[config.mk]
export PLATFORM = sky130hd
export DESIGN_NAME = cdb_retire_unit
export DESIGN_NICKNAME = d
export VERILOG_FILES = /design/src/rtl/cdb_retire_unit.sv
export SDC_FILE = /design/constraint.sdc
export NUM_CORES = 2
export LEC_CHECK = 0
export CORE_MARGIN = 2
export CORE_UTILIZATION = 23
export CTS_BUF_LIST = sky130_fd_sc_hd__clkbuf_4
export DETAILED_ROUTE_END_ITERATION = 8
export SLEW_MARGIN = 25
export SYNTH_ARGS = -nofsm -noshare
export SYNTH_HDL_FRONTEND = slang
export SYNTH_SLANG_ARGS = --single-unit
[constraint.sdc]
create_clock -name clk -period 4.81 [get_ports clk]
set_input_delay 0.481 -clock clk [delete_from_list [all_inputs] [get_ports clk]]
set_output_delay 0.481 -clock clk [all_outputs]
set_load 0.02 [all_outputs]
[src/rtl/cdb_retire_unit.sv]
// cdb_retire_unit: CDB consumer that recycles tags, retires results into the register file and tracks one branch.
module cdb_retire_unit #(
    parameter int NUM_TAGS = 64,
    parameter int NUM_REGS = 32,
    parameter int TW = $clog2(NUM_TAGS),
    parameter int RW = $clog2(NUM_REGS)
) (
    input  logic          clk,
    input  logic          rst,
    input  logic          cdb_valid,
    input  logic [TW-1:0] cdb_tag,
    input  logic [31:0]   cdb_data,
    input  logic          cdb_branch,
    input  logic          cdb_branch_taken,
    input  logic          cdb_jalr,
    input  logic          disp_tag_req,
    input  logic [RW-1:0] disp_rd,
    input  logic          disp_rd_wr,
    input  logic          disp_branch,
    input  logic [RW-1:0] disp_rs1,
    input  logic [RW-1:0] disp_rs2,
    output logic [TW-1:0] tag_out,
    output logic          tag_empty,
    output logic [31:0]   rs1_data,
    output logic [31:0]   rs2_data,
    output logic          rs1_busy,
    output logic          rs2_busy,
    output logic [TW-1:0] rs1_tag,
    output logic [TW-1:0] rs2_tag,
    output logic          branch_stall,
    output logic          redirect,
    output logic          overflow_err
);
    localparam logic [TW:0] FULL_COUNT = (TW+1)'(NUM_TAGS);

    logic [TW-1:0] fifo_q [NUM_TAGS];
    logic [TW-1:0] fifo_d [NUM_TAGS];
    logic [TW-1:0] rtag_q [NUM_REGS];
    logic [TW-1:0] rtag_d [NUM_REGS];
    logic [31:0]   rf_q [NUM_REGS];
    logic [31:0]   rf_d [NUM_REGS];
    logic          busy_q [NUM_REGS];
    logic          busy_d [NUM_REGS];
    logic [TW-1:0] rd_ptr_q, rd_ptr_d, wr_ptr_q, wr_ptr_d;
    logic [TW:0]   count_q, count_d;
    logic          branch_stall_q, branch_stall_d;
    logic          redirect_q, redirect_d;
    logic          overflow_err_q, overflow_err_d;
    logic          pop, push, full, rs1_hit, rs2_hit;

    assign tag_out   = fifo_q[rd_ptr_q];
    assign tag_empty = count_q == '0;
    assign full      = count_q == FULL_COUNT;
    assign pop       = disp_tag_req && !tag_empty;
    // A return into a full FIFO only fits when a pop frees a slot in the same cycle.
    assign push      = cdb_valid && (!full || pop);

    assign rs1_hit  = busy_q[disp_rs1] && cdb_valid && rtag_q[disp_rs1] == cdb_tag;
    assign rs2_hit  = busy_q[disp_rs2] && cdb_valid && rtag_q[disp_rs2] == cdb_tag;
    assign rs1_data = disp_rs1 == '0 ? '0 : rs1_hit ? cdb_data : rf_q[disp_rs1];
    assign rs2_data = disp_rs2 == '0 ? '0 : rs2_hit ? cdb_data : rf_q[disp_rs2];
    assign rs1_busy = disp_rs1 != '0 && busy_q[disp_rs1] && !rs1_hit;
    assign rs2_busy = disp_rs2 != '0 && busy_q[disp_rs2] && !rs2_hit;
    assign rs1_tag  = rtag_q[disp_rs1];
    assign rs2_tag  = rtag_q[disp_rs2];

    assign branch_stall = branch_stall_q;
    assign redirect     = redirect_q;
    assign overflow_err = overflow_err_q;

    always_comb begin
        fifo_d   = fifo_q;
        busy_d   = busy_q;
        rtag_d   = rtag_q;
        rf_d     = rf_q;
        rd_ptr_d = rd_ptr_q + TW'(pop);
        wr_ptr_d = wr_ptr_q + TW'(push);
        count_d  = count_q + (TW+1)'(push) - (TW+1)'(pop);
        if (push)
            fifo_d[wr_ptr_q] = cdb_tag;
        for (int r = 1; r < NUM_REGS; r++)
            if (cdb_valid && busy_q[r] && rtag_q[r] == cdb_tag) begin
                rf_d[r]   = cdb_data;
                busy_d[r] = 1'b0;
            end
        // Rename is applied after retirement so a same-cycle redispatch keeps the register busy.
        if (pop && disp_rd_wr && disp_rd != '0) begin
            busy_d[disp_rd] = 1'b1;
            rtag_d[disp_rd] = tag_out;
        end
        branch_stall_d = (pop && disp_branch) ? 1'b1 : cdb_branch ? 1'b0 : branch_stall_q;
        redirect_d     = cdb_branch && (cdb_branch_taken || cdb_jalr);
        overflow_err_d = overflow_err_q || (cdb_valid && !push);
    end

    always_ff @(posedge clk or negedge rst) begin
        if (!rst) begin
            for (int i = 0; i < NUM_TAGS; i++)
                fifo_q[i] <= TW'(i);
            for (int r = 0; r < NUM_REGS; r++) begin
                busy_q[r] <= 1'b0;
                rtag_q[r] <= '0;
                rf_q[r]   <= '0;
            end
            rd_ptr_q       <= '0;
            wr_ptr_q       <= '0;
            count_q        <= FULL_COUNT;
            branch_stall_q <= 1'b0;
            redirect_q     <= 1'b0;
            overflow_err_q <= 1'b0;
        end else begin
            fifo_q         <= fifo_d;
            busy_q         <= busy_d;
            rtag_q         <= rtag_d;
            rf_q           <= rf_d;
            rd_ptr_q       <= rd_ptr_d;
            wr_ptr_q       <= wr_ptr_d;
            count_q        <= count_d;
            branch_stall_q <= branch_stall_d;
            redirect_q     <= redirect_d;
            overflow_err_q <= overflow_err_d;
        end
    end
endmodule

==> out/metrics.cfg <==
[floorplanning]
die_area_mm2 = 0.381
rows = 225
die_h_um = 618
initial_utilization = 0.231
io_pins = 150
die_w_um = 618
core_area_mm2 = 0.375

[global_routing]
antenna_found_initial = 13
grt_pass1_wl_um = 422000
grt_max_degree = 169
grt_pass1_vias = 59500
grtUsageTotal = 0.149
grt_overflow = 0

[cells_and_area]
fillCellCount = 37900
design_area_mm2 = 0.102
areaGrowthSynthToFinish_pct = 17.7
ff_latch_area_mm2 = 0.0408
fin_cells = 11300
num-nets-final = 6000
multi_input_area_mm2 = 0.0437
drive_gt1_frac = 0.604

[timing]
skew_ps = 194
min_period_ps = 5270
tightest_slew_ps = 1090
fmax_mhz = 190
final-setup-viol-count = 65
final_hold_viol_count = 0
maxSlewViolCount = 0
final.period_utilization = 1.10
fin_ws_ps = -458
relSlewSlack = 0.277
rsz0062_at_grt = true

[yosys]
synth_top_area_frac = 0.413
synthCells = 5550
synth.most_common_cell = mux2_2
synth_top_area_cell = dfrtp_1
yosys_most_used_dff = dfrtp_1
seq_area_frac_synth = 0.472
synth-seq-cells = 1622
syn_area_mm2 = 0.0866
synth.avg_cell_area_um2 = 15.6
synth_nets = 5626
ys_top_cells_by_count = 1640 x mux2_2, 1429 x dfrtp_1, 796 x mux4_2
yosysUniqueCellTypes = 65
synth_area_leaders = dfrtp_1 41%, mux2_2 21%, mux4_2 21%
synth_edf_count = 0
synth_warnings = 0
async_reset_ff_frac = 1.00

[clocking]
cts_tree = yes
numCtsBuffers = 449
cts_buffer_depth = 4
cts_root_buffer = clkbuf_4
cts_sinks = 1622
htreeDepth = 5
clock_latency_ps = 1400
clkSlewWorstSetupHoldPaths_ps = 60

[critical_path]
critPathMaxStageDelay_ps = 490
cp.arrival_ps = 4790
cp_slowest_cell = mux4_2
cp_num_buf_inv = 5
endpoint_kind = primary output
worstSetupStartpointType = register
crit_chain = mux4_2, o21ai_2, o22ai_2, or3_4, xor2_2, or4_4, nor4_4, buf_12, buf_16, buf_16, buf_6, mux2i_2, buf_4
path_max_fanout = 7
cpMostUsedCell = buf_16
cp.required_ps = 4330
worstSetupPathType = reg2out
reg2reg_slack_ps = 1320
worstRegToRegCells = 7
r2r-end = rtag_q[58]$_DFFE_PN0P_
reg2reg_from = rd_ptr_q[0]$_DFF_PN0_
cp_top_family = simple AND/OR/NAND/NOR gates

[route]
wl_per_cell_um = 25.6
dr.pass1.iters = 5
ant_nets = 0
drt_wl_total_um = 288000
num_vias = 54700
first_iter_violations = 4024
routed_via_density = 4.85
drc = 0

[placed_design]
post-dp-hpwl_um = 169000
dp.cells = 10400
post_dp_cell_area_mm2 = 0.0948
gp_congestion = 0.901
port_buffers = 149

[job]
maxCapViolCount = 0

[min_path]
hold_path_end = rf_q[486]$_DFFE_PN0P_
hold_class = in2reg
whs_path_depth = 3
min_from = cdb_data[6]

[pwr]
sw_frac_of_total = 0.324
power_density_mw_per_mm2 = 434
clkPwrFrac = 0.291
power_frac_seq = 0.436
p_int_uw = 29900
p_sw_uw = 14400
power.leakage_uw = 0.0452
ir_drop_uv = 533
power_frac_comb = 0.273
power_uw = 44300

[run_status]
violations = negative setup slack
status = complete, but fails checks

[power by group through the flow]
stage / logic [µW] / registers [µW] / clock network (µW)
CTS: 12200 / 19200 / 13400
global placement: 11700 / 19200 / 0
finish: 12100 / 19300 / 12900
detailed placement: 11900 / 19500 / 0
floorplan: 8360 / 18300 / 0
global route: 12900 / 19600 / 14100
[layout make-up]
type                    count  area share
flip-flops and latches   1622       0.401
well taps                4994      0.0613
diodes                     11    0.000270
clock buffers             691      0.0509
clock inverters           110     0.00609
multi-input cells        3372       0.429
repair buffers            464      0.0513
inverters                  15    0.000577
[repair_timing]
action,CTS,global route
buffers inserted,33,11
pin swaps,5,4
gates cloned,5,0
hold buffers,32,12
setup endpoints to repair,72,66
gates resized for setup,214,35
hold endpoints to repair,2003,372
[state kept, by name, summed over array words and instances, names as in the netlist, 6 cells and up]
| name | cells |
|---|---|
| busy_q | 32 |
| count_q | 7 |
| fifo_q | 384 |
| rd_ptr_q | 6 |
| rf_q | 992 |
| rtag_q | 192 |
| wr_ptr_q | 6 |
[kinds of logic after synthesis]
| group | synth area share |
|---|---|
| compound gates | 0.0141 |
| xor+xnor | 0.0213 |
| fa+ha+maj | 0.00211 |
| buf+inv | 0.0274 |
| flops | 0.472 |
| mux | 0.441 |
| simple gates | 0.0222 |
[worst max-delay path by stage]
stage,from,to,slack [ps],cells after the start
final,rtag_q[74]$_DFFE_PN0P_,rs2_data[9],-460,13
after global routing,rtag_q[74]$_DFFE_PN0P_,rs2_data[9],-680,13
after CTS,rtag_q[74]$_DFFE_PN0P_,rs2_data[9],-760,13
after detailed placement,disp_rs2[1],rs2_data[15],60,12
after global placement,disp_rs1[0],rs1_data[3],-60,9
after floorplan,disp_rs2[0],rs2_data[10],470,11
[metrics by stage]
| stage | setup slack (ps) | utilization | setup TNS [ps] | hold WS (ps) |
|---|---|---|---|---|
| floorplan | 474 | - | 0 | 185 |
| global route | -681 | 0.272 | -29090 | 82.2 |
| CTS | -756 | 0.271 | -30460 | 5.31 |
| detailed placement | 64.6 | 0.253 | 0 | 385 |
| global placement | -62.1 | 0.252 | -62.1 | 380 |
| finish | -458 | 0.272 | -14530 | 210 |
[cells in the final DEF (no fill, tap or decap), types with 12 or more instances in the layout]
master	count
mux4_2	798
inv_1	14
mux4_1	12
clkbuf_4	691
nand2_1	107
buf_6	32
nor2b_1	16
mux2i_2	12
dfrtp_1	1421
ha_1	13
dlygate4sd3_1	43
nor2_1	93
buf_12	93
dfstp_2	193
mux2_2	1639
mux2i_1	122
nand4_1	32
clkinv_1	81
buf_4	207
nor3_1	36
buf_2	22
a22o_1	66
a21o_1	32
nand3_1	50
clkdlybuf4s50_1	44
xnor2_1	133
xor2_1	77
mux2i_4	12
[layer usage]
| metal | share of wire | up-vias | global-route usage |
|---|---|---|---|
| met5 | 0.00022 | - | 0 |
| met4 | 0.048 | 8 | 0.0666 |
| met3 | 0.056 | 674 | 0.0271 |
| met2 | 0.50 | 1965 | 0.260 |
| met1 | 0.39 | 29600 | 0.179 |
| li1 | - | 22400 | - |
[worst min-delay path, cell delays in order]
cell and delay [ps]:
clkdlybuf4s50_1 400, buf_4 230, mux2_2 330
Power figures use the tool's default switching activity.
